==> src/rtl/normalise_sum_pipe.sv <==
// rtl/normalise_sum_pipe.sv - post-add normalisation stage with a 2-deep valid/ready pipeline
module normalise_sum_pipe #(
  parameter int EXP_W = 8,
  parameter int MAN_W = 23,
  parameter int SUM_W = MAN_W + 5,
  parameter int TAG_W = 8
) (
  input  logic                   clock,
  input  logic                   reset,
  input  logic                   in_valid,
  output logic                   in_ready,
  input  logic [1:0]             idle_in,
  input  logic [EXP_W+MAN_W:0]   sout_in,
  input  logic [1:0]             mode_in,
  input  logic                   operation_in,
  input  logic                   natlog_in,
  input  logic [SUM_W-1:0]       sum_in,
  input  logic [TAG_W-1:0]       tag_in,
  output logic                   out_valid,
  input  logic                   out_ready,
  output logic [1:0]             idle_out,
  output logic [EXP_W+MAN_W:0]   sout_out,
  output logic [1:0]             mode_out,
  output logic                   operation_out,
  output logic                   natlog_out,
  output logic [SUM_W-1:0]       sum_out,
  output logic [TAG_W-1:0]       tag_out,
  output logic                   zero_flag,
  output logic                   uflow_flag,
  output logic                   oflow_flag
);

  localparam int LZ_W = $clog2(MAN_W + 1);
  localparam logic [1:0] PUT_IDLE = 2'b10;
  localparam logic [EXP_W-1:0] EXP_ONES = {EXP_W{1'b1}};

  // Stage 1 registers
  logic                 r1_valid;
  logic [1:0]           r1_idle;
  logic [EXP_W+MAN_W:0] r1_sout;
  logic [1:0]           r1_mode;
  logic                 r1_operation;
  logic                 r1_natlog;
  logic [SUM_W-1:0]     r1_sum;
  logic [TAG_W-1:0]     r1_tag;
  logic                 r1_carry;
  logic [LZ_W-1:0]      r1_lz;
  logic                 r1_iszero;

  // Stage 2 registers (drive the outputs directly)
  logic                 r2_valid;
  logic [1:0]           r2_idle;
  logic [EXP_W+MAN_W:0] r2_sout;
  logic [1:0]           r2_mode;
  logic                 r2_operation;
  logic                 r2_natlog;
  logic [SUM_W-1:0]     r2_sum;
  logic [TAG_W-1:0]     r2_tag;
  logic                 r2_zero;
  logic                 r2_uflow;
  logic                 r2_oflow;

  logic                 w_s2_advance;
  logic                 w_s1_load;
  logic [LZ_W-1:0]      w_lz;
  logic                 w_found;
  logic                 w_iszero;

  // Stage 2 can take a beat when it is empty or its beat is leaving
  assign w_s2_advance = !r2_valid || out_ready;
  assign in_ready     = !r1_valid || w_s2_advance;
  assign w_s1_load    = in_valid && in_ready;
  assign w_iszero     = (sum_in[SUM_W-2:3] == '0) && !sum_in[SUM_W-1];

  // Leading-zero count of the hidden bit plus mantissa bits; an all-zero field clamps to MAN_W
  always_comb begin
    w_lz    = LZ_W'(MAN_W);
    w_found = 1'b0;
    for (int i = SUM_W - 2; i >= 3; i--) begin
      if (!w_found && sum_in[i]) begin
        w_lz    = LZ_W'(SUM_W - 2 - i);
        w_found = 1'b1;
      end
    end
  end

  // Stage 1: capture the beat with its carry, shift count and zero detect
  always_ff @(posedge clock) begin
    if (reset) begin
      r1_valid     <= 1'b0;
      r1_idle      <= '0;
      r1_sout      <= '0;
      r1_mode      <= '0;
      r1_operation <= 1'b0;
      r1_natlog    <= 1'b0;
      r1_sum       <= '0;
      r1_tag       <= '0;
      r1_carry     <= 1'b0;
      r1_lz        <= '0;
      r1_iszero    <= 1'b0;
    end else if (in_ready) begin
      r1_valid <= in_valid;
      if (w_s1_load) begin
        r1_idle      <= idle_in;
        r1_sout      <= sout_in;
        r1_mode      <= mode_in;
        r1_operation <= operation_in;
        r1_natlog    <= natlog_in;
        r1_sum       <= sum_in;
        r1_tag       <= tag_in;
        r1_carry     <= sum_in[SUM_W-1];
        r1_lz        <= w_lz;
        r1_iszero    <= w_iszero;
      end
    end
  end

  logic                 w_sign;
  logic [EXP_W-1:0]     w_exp;
  logic [MAN_W-1:0]     w_man;
  logic [EXP_W:0]       w_exp_inc;
  logic [EXP_W:0]       w_exp_dec;
  logic [SUM_W-1:0]     w_sum_rsh;
  logic [SUM_W-1:0]     w_sum_lsh;
  logic [EXP_W+MAN_W:0] w_sout_n;
  logic [SUM_W-1:0]     w_sum_n;
  logic                 w_zero_n;
  logic                 w_uflow_n;
  logic                 w_oflow_n;

  assign w_sign    = r1_sout[EXP_W+MAN_W];
  assign w_exp     = r1_sout[MAN_W +: EXP_W];
  assign w_man     = r1_sout[MAN_W-1:0];
  // One extra bit so the increment can exceed all-ones and the decrement can go negative
  assign w_exp_inc = {1'b0, w_exp} + (EXP_W+1)'(1);
  assign w_exp_dec = {1'b0, w_exp} - (EXP_W+1)'(r1_lz);
  // Right shift on carry keeps the dropped bit as sticky in bit 0
  assign w_sum_rsh = {1'b0, r1_sum[SUM_W-1:2], r1_sum[1] | r1_sum[0]};
  assign w_sum_lsh = r1_sum << r1_lz;

  // Stage 2 datapath: apply carry, zero, left-normalise and the exception flushes
  always_comb begin
    w_sout_n  = r1_sout;
    w_sum_n   = r1_sum;
    w_zero_n  = 1'b0;
    w_uflow_n = 1'b0;
    w_oflow_n = 1'b0;
    if (r1_idle == PUT_IDLE) begin
      w_sum_n = '0;
    end else if (r1_carry) begin
      if (w_exp_inc >= {1'b0, EXP_ONES}) begin
        w_sout_n  = {w_sign, EXP_ONES, {MAN_W{1'b0}}};
        w_sum_n   = '0;
        w_oflow_n = 1'b1;
      end else begin
        w_sout_n = {w_sign, w_exp_inc[EXP_W-1:0], w_man};
        w_sum_n  = w_sum_rsh;
      end
    end else if (r1_iszero) begin
      w_sout_n = {w_sign, {EXP_W{1'b0}}, {MAN_W{1'b0}}};
      w_sum_n  = '0;
      w_zero_n = 1'b1;
    end else if (r1_lz != '0) begin
      if (w_exp_dec[EXP_W] || (w_exp_dec == '0)) begin
        w_sout_n  = {w_sign, {EXP_W{1'b0}}, {MAN_W{1'b0}}};
        w_sum_n   = '0;
        w_uflow_n = 1'b1;
      end else begin
        w_sout_n = {w_sign, w_exp_dec[EXP_W-1:0], w_man};
        w_sum_n  = w_sum_lsh;
      end
    end
  end

  // Stage 2: hold the result while downstream stalls, otherwise take stage 1's beat
  always_ff @(posedge clock) begin
    if (reset) begin
      r2_valid     <= 1'b0;
      r2_idle      <= '0;
      r2_sout      <= '0;
      r2_mode      <= '0;
      r2_operation <= 1'b0;
      r2_natlog    <= 1'b0;
      r2_sum       <= '0;
      r2_tag       <= '0;
      r2_zero      <= 1'b0;
      r2_uflow     <= 1'b0;
      r2_oflow     <= 1'b0;
    end else if (w_s2_advance) begin
      r2_valid <= r1_valid;
      if (r1_valid) begin
        r2_idle      <= r1_idle;
        r2_sout      <= w_sout_n;
        r2_mode      <= r1_mode;
        r2_operation <= r1_operation;
        r2_natlog    <= r1_natlog;
        r2_sum       <= w_sum_n;
        r2_tag       <= r1_tag;
        r2_zero      <= w_zero_n;
        r2_uflow     <= w_uflow_n;
        r2_oflow     <= w_oflow_n;
      end
    end
  end

  assign out_valid     = r2_valid;
  assign idle_out      = r2_idle;
  assign sout_out      = r2_sout;
  assign mode_out      = r2_mode;
  assign operation_out = r2_operation;
  assign natlog_out    = r2_natlog;
  assign sum_out       = r2_sum;
  assign tag_out       = r2_tag;
  assign zero_flag     = r2_zero;
  assign uflow_flag    = r2_uflow;
  assign oflow_flag    = r2_oflow;

endmodule
==> config.mk <==
export PLATFORM = sky130hd
export DESIGN_NAME = normalise_sum_pipe
export DESIGN_NICKNAME = d
export VERILOG_FILES = /design/src/rtl/normalise_sum_pipe.sv
export SDC_FILE = /design/constraint.sdc
export NUM_CORES = 1
export LEC_CHECK = 0
export BUFFER_PORTS_ARGS = -buffer_cell sky130_fd_sc_hd__buf_2
export CAP_MARGIN = 40
export CELL_PAD_IN_SITES_DETAIL_PLACEMENT = 0
export CELL_PAD_IN_SITES_GLOBAL_PLACEMENT = 1
export CORE_ASPECT_RATIO = 0.75
export CORE_UTILIZATION = 44
export DETAILED_ROUTE_END_ITERATION = 8
export PLACE_DENSITY_LB_ADDON = 0.1
export SLEW_MARGIN = 15
export SYNTH_ARGS = -nofsm -noshare
export SYNTH_HDL_FRONTEND = slang
export SYNTH_SLANG_ARGS = --single-unit
==> constraint.sdc <==
create_clock -name clock -period 6.3 [get_ports clock]
set_input_delay 1.26 -clock clock [delete_from_list [all_inputs] [get_ports clock]]
set_output_delay 1.26 -clock clock [all_outputs]
set_load 0.1 [all_outputs]
==> out/results.ini, run 1 <==
[status]
outcome=finished clean

[floorplan]
dieWidth_um=160
die-area_um2=19400
coreArea_um2=18500
pin_count=157
start_util=0.448
die-height_um=121
rows=43

[clock_network]
postCtsHoldBufs=0
cts_tree=built
clock-root-buffer=clkbuf_16
numCtsBuffers=17
clk_pin_slew_ps=60
postCtsSetupRepairBufs=0
numClockSinks=159
clk_path_buf_depth=2
clk_latency_ps=430
post_cts_resized=0
cts_max_level=4

[logic_synthesis]
syn_area_per_cell_um2=8.01
ys.flop_type=dfxtp_1
synth_common_cells=nand2_1, dfxtp_1, a21oi_1, nor2_1, clkbuf_1
synth_mux_area_frac=0.0870
synth.most_common_cell=nand2_1
ys_seq_area_frac=0.385
synth_top_area_frac=0.385
yosys.area.top_type=dfxtp_1
synthesis.area_um2=8270
synthXorXnorAreaFrac=0.00530
synth-warning-count=0
synth_adder_area_share=0.0130
synthArstFlopShare=0
synth_seq_cells=159
synth_edf_count=0
synth_cell_types=79
syn_inst=1033
synthTopCellsByArea=dfxtp_1, nand2_1, a21oi_1
synth_top_family_by_area=compound AO/OA/AOI/OAI gates
synthSimpleGateAreaFrac=0.224
synth_compound_area_frac=0.234
synth_fp_nets=1119

[finish]
area_delta_synth_final_pct=17.5
nets=1229
fin_area_um2=9720
fin_util=0.527
final_cells=1403
num_antenna_cells=0
drive_gt1_frac=0.225

[global_route]
globalRouteMet3Util=0.0597
antenna_found_initial=0
grtUsageMet1=0.385
grt_overflow_total=0
track_usage=0.262
grt.busiest_layer=met1
grt_pass1_wl_um=39600
grt_max_degree=61
use_met2=0.381
grt_pass1_vias=7063

[routing]
wl_um=25100
vias=8014
drc_errors=0
viasPerCell=5.71
drtIter0Drc=666
drtPass1Iterations=5
wire_per_inst_um=17.9
ant_nets=0

[worst_setup_path]
cp-end-kind=primary output
cp_max_fo=5
cp_cell_sequence=buf_2, nor2b_1, nand2_1, buf_2
critPathKind=input pin to primary output
start_kind=input pin
crit_buf_inv=2
critical_path_required_ps=5040
crit_slowest_cell=buf_2
cpLargestDelayFamily=simple AND/OR/NAND/NOR gates
slowest_delay_ps=320
cp.arrival_ps=2140
critPathMostFrequentCell=buf_2

[place]
gp_routability_congestion=0.925
portBuffers=156
dp_worst_setup_slack_ps=2790
place_area_um2=9110
place_hpwl_um=17700
dp_cells=1371

[hold_path]
hp-class=flip-flop to flip-flop

[pwr]
pwr_density_cell_nw_per_um2=270
totalPowerFinal_mw=2.63
p_leak_nw=3.99
peakVddDrop_mv=0.147

[job]
drv_cap=0

[sta]
whs_ps=448
max_freq_mhz=294
clock_skew_ps=15.9
worst_pin_slew_ps=816
timing.final.ws_setup_ps=2900
final.min_clock_period_ps=3400
slew_headroom=0.454
period_share=0.540
hold_viol_final=0
final.setup.tns_ps=0
rsz0062_at_grt=no
drv_slew=0
finalSetupViolations=0

[final cells by class]
cell class,count,area (µm²)
repair buffers,171,896
inverters,15,56.3
clock buffers,19,453
multi-input cells,779,4670
fillers,1800,8740
clock inverters,13,151
well taps,247,309
flip-flops and latches,159,3180
[kinds of logic (layout without fill, tap and decap cells)]
logic type,count (synthesis),in the layout
AOI/OAI and AO/OA,294,294
xor gates and xnor gates,5,5
adders and majority gates,8,8
buffers and inverters,95,218
DFF,159,159
muxes,56,56
and+or+nand+nor,416,416
[metal layers]
metal,wire [µm],vias to the layer above,share of wire
li1,-,3922,-
met1,12000,3761,0.48
met2,10900,309,0.43
met3,1920,22,0.077
met4,286,0,0.011
met5,0,-,0
[cell usage in the layout (no fill, tap or decap), types with 5 or more instances in the layout]
cell,instances
clkbuf_16,17
nor3_1,16
a221oi_1,5
buf_4,16
nand3_1,16
o211ai_1,9
and3_1,24
a221o_1,20
inv_1,12
mux2i_1,28
nand2b_1,7
nor4_1,6
nor2b_1,10
a22oi_1,13
dfxtp_1,158
a211oi_1,6
mux2_2,17
nor2_1,59
buf_2,155
nand2_1,250
mux4_2,11
a21oi_1,121
o21a_1,5
ha_1,7
a22o_1,7
o31ai_1,9
o21ai_0,49
[sequential cells by signal (all words and copies together), names as in the netlist, 5 cells and up]
register  cells
tag_out       8
r1_tag        8
r1_sum       28
r1_lz         5
sout_out     32
sum_out      28
r1_sout      32
[final timing paths]
| check | startpoint | end | slack, ps | cells past startpoint |
|---|---|---|---|---|
| hold reg to reg | oflow_flag$_SDFFE_PP0P_ | oflow_flag$_SDFFE_PP0P_ | 450 | 2 |
| setup / recovery | out_ready | in_ready | 2900 | 4 |
| setup reg to reg | r1_sout[23]$_SDFFE_PP0P_ | sout_out[0]$_SDFFE_PP0P_ | 2960 | 12 |
| hold / removal | oflow_flag$_SDFFE_PP0P_ | oflow_flag$_SDFFE_PP0P_ | 450 | 2 |
[where the power goes]
group | total (mW) | switching, mW | internal [mW]
clock network | 1.06 | 0.442 | 0.613
logic | 0.480 | 0.339 | 0.141
registers | 1.09 | 0.0434 | 1.05
[tightest hold or removal path: stages (launching register included)]
cell and delay, ps:
dfxtp_1 300, nand2_1 50, a21oi_1 50
Note: power is estimated with default switching activity, not from simulation.
==> inputs of run 2 (changes only) <==
--- a/config.mk
+++ b/config.mk
@@ -10,7 +10,7 @@
 export CELL_PAD_IN_SITES_DETAIL_PLACEMENT = 0
 export CELL_PAD_IN_SITES_GLOBAL_PLACEMENT = 1
 export CORE_ASPECT_RATIO = 0.75
-export CORE_UTILIZATION = 44
+export CORE_UTILIZATION = 41
 export DETAILED_ROUTE_END_ITERATION = 8
 export PLACE_DENSITY_LB_ADDON = 0.1
 export SLEW_MARGIN = 15
==> constraint.sdc (replaced) <==
create_clock -name clock -period 3.5 [get_ports clock]
set_input_delay 0.7 -clock clock [delete_from_list [all_inputs] [get_ports clock]]
set_output_delay 0.7 -clock clock [all_outputs]
set_load 0.1 [all_outputs]
==> run 2 against run 1 <==
The run now ends with DRC left. Sequential power up 81%. Utilization fell by 2.3 points. Register-to-register slack got worse by 2700 ps. Combinational power rose by 85%. Clock-buffer cell count down 2. Wire length is 6.0% higher. Cell count up 1.5%. Global-route usage down 0.35 points. Largest power group unchanged.
==> out/results.ini, run 2 (synthesized netlist as in run 1, its figures left out) <==
[status]
outcome=finished, violations left
violations=DRC

[floorplan]
dieWidth_um=166
die-height_um=125
rows=44
pin_count=157
die-area_um2=20800
start_util=0.423
coreArea_um2=19500

[clock_network]
cts_tree=built
clk_latency_ps=430
numClockSinks=159
numCtsBuffers=17
clock-root-buffer=clkbuf_16
postCtsSetupRepairBufs=0
clk_path_buf_depth=2
cts_max_level=4
postCtsHoldBufs=0
post_cts_resized=0
clk_pin_slew_ps=70

[routing]
vias=8153
ant_nets=0
wire_per_inst_um=18.7
viasPerCell=5.73
drc_errors=8
wl_um=26600
drtIter0Drc=681
drtPass1Iterations=7

[worst_setup_path]
crit_slowest_cell=fa_1
cp_cell_sequence=inv_1, ha_1, inv_1, fa_1, a211oi_2, o21ba_2, a2bb2oi_2, nand3_2, nor4_4, nor4_4, buf_4, a221o_2
cpLargestDelayFamily=compound AO/OA/AOI/OAI gates
crit_buf_inv=3
cp_max_fo=23
start_kind=flip-flop
cp.arrival_ps=3560
r2r_slack_ps=270
slowest_delay_ps=460
cp-end-kind=flip-flop
critPathKind=flip-flop to flip-flop
rr_startpoint=r1_sout[23]$_SDFFE_PP0P_
timing.rr.end=sout_out[0]$_SDFFE_PP0P_
r2r_cells=12
critical_path_required_ps=3820

[job]
drv_cap=0

[place]
portBuffers=156
place_hpwl_um=19200
gp_routability_congestion=0.947
place_area_um2=9230

[finish]
fin_util=0.504
multi_input_area_um2=4670
nets=1244
area_delta_synth_final_pct=19.0
regArea_um2=3180
final_cell_mix=nand2_1, dfxtp_1, buf_2
fin_area_um2=9840
final_common_cell=nand2_1
drive_gt1_frac=0.236
num_antenna_cells=0
fill_cells=1978

[sta]
slew_headroom=0.478
rsz0062_at_grt=no
max_freq_mhz=309
worst_pin_slew_ps=783
period_share=0.924
final.min_clock_period_ps=3230
drv_slew=0
finalSetupViolations=0
final.setup.tns_ps=0
clock_skew_ps=10.8
hold_viol_final=0

[hold_path]
hp-class=flip-flop to flip-flop
min_from=tag_out[7]$_SDFFE_PP0P_
min_to=tag_out[7]$_SDFFE_PP0P_
holdPathStages=2

[global_route]
grt_max_degree=71
grt_pass1_vias=7700
antenna_found_initial=0
globalRouteMet3Util=0.0465
use_met2=0.398
grtUsageMet1=0.369
grt_pass1_wl_um=42500
track_usage=0.259
grt_overflow_total=0
grt.busiest_layer=met2

[pwr]
totalPowerFinal_mw=4.71
peakVddDrop_mv=0.250
pwr_density_cell_nw_per_um2=479
p_leak_nw=4.05

[run 2: cell count changes in the layout (fill, tap and decap cells not counted), sizes merged]
cell	before	now
buf	171	186
clkinvlp	0	3
bufinv	2	0
clkbuf	19	17
inv	19	21
clkinv	7	6
[run 2: worst min-delay path, stage by stage (launching register included)]
cell	delay, ps
dfxtp_1	310
nand2_1	50
a21oi_1	50
[run 2: worst max path at each step]
| stage | from | end | slack [ps] | cells past startpoint |
|---|---|---|---|---|
| finish | r1_sout[23]$_SDFFE_PP0P_ | sout_out[0]$_SDFFE_PP0P_ | 270 | 12 |
| global route | r1_sout[23]$_SDFFE_PP0P_ | sum_out[9]$_SDFFE_PP0P_ | 9 | 11 |
| floorplan | out_valid$_SDFFE_PP0P_ | r1_sout[4]$_SDFFE_PP0P_ | 430 | 8 |
| detailed placement | r1_sout[23]$_SDFFE_PP0P_ | sout_out[2]$_SDFFE_PP0P_ | 290 | 12 |
| global placement | r1_sout[23]$_SDFFE_PP0P_ | sout_out[1]$_SDFFE_PP0P_ | 310 | 12 |
| CTS | r1_sout[23]$_SDFFE_PP0P_ | sout_out[0]$_SDFFE_PP0P_ | 280 | 12 |
[run 2: area by class of cell]
class                   count  share of cell area
inverters                  15             0.00572
repair buffers            186               0.104
well taps                 253              0.0322
clock buffers              17              0.0432
flip-flops and latches    159               0.324
clock inverters            15              0.0170
multi-input cells         779               0.475
[run 2: stage by stage]
stage | worst slack (ps) | instances | hold WS, ps
6_report | 267 | 1424 | 451
5_1_grt | 9.44 | 1424 | 477
4_1_cts | 277 | 1423 | 455
3_5_place_dp | 288 | 1391 | 442
3_3_place_gp | 314 | 1391 | 434
2_1_floorplan | 426 | 1033 | 432
[run 2: report_power, final]
| part | switching, mW | internal [mW] | total, mW |
|---|---|---|---|
| logic | 0.622 | 0.267 | 0.889 |
| clock network | 0.896 | 0.960 | 1.86 |
| registers | 0.0777 | 1.89 | 1.97 |
[run 2: routing by layer]
metal / vias up / share of wire
met5: - / 0
met4: 0 / 0.016
met3: 35 / 0.068
met2: 312 / 0.45
met1: 3862 / 0.47
li1: 3944 / -
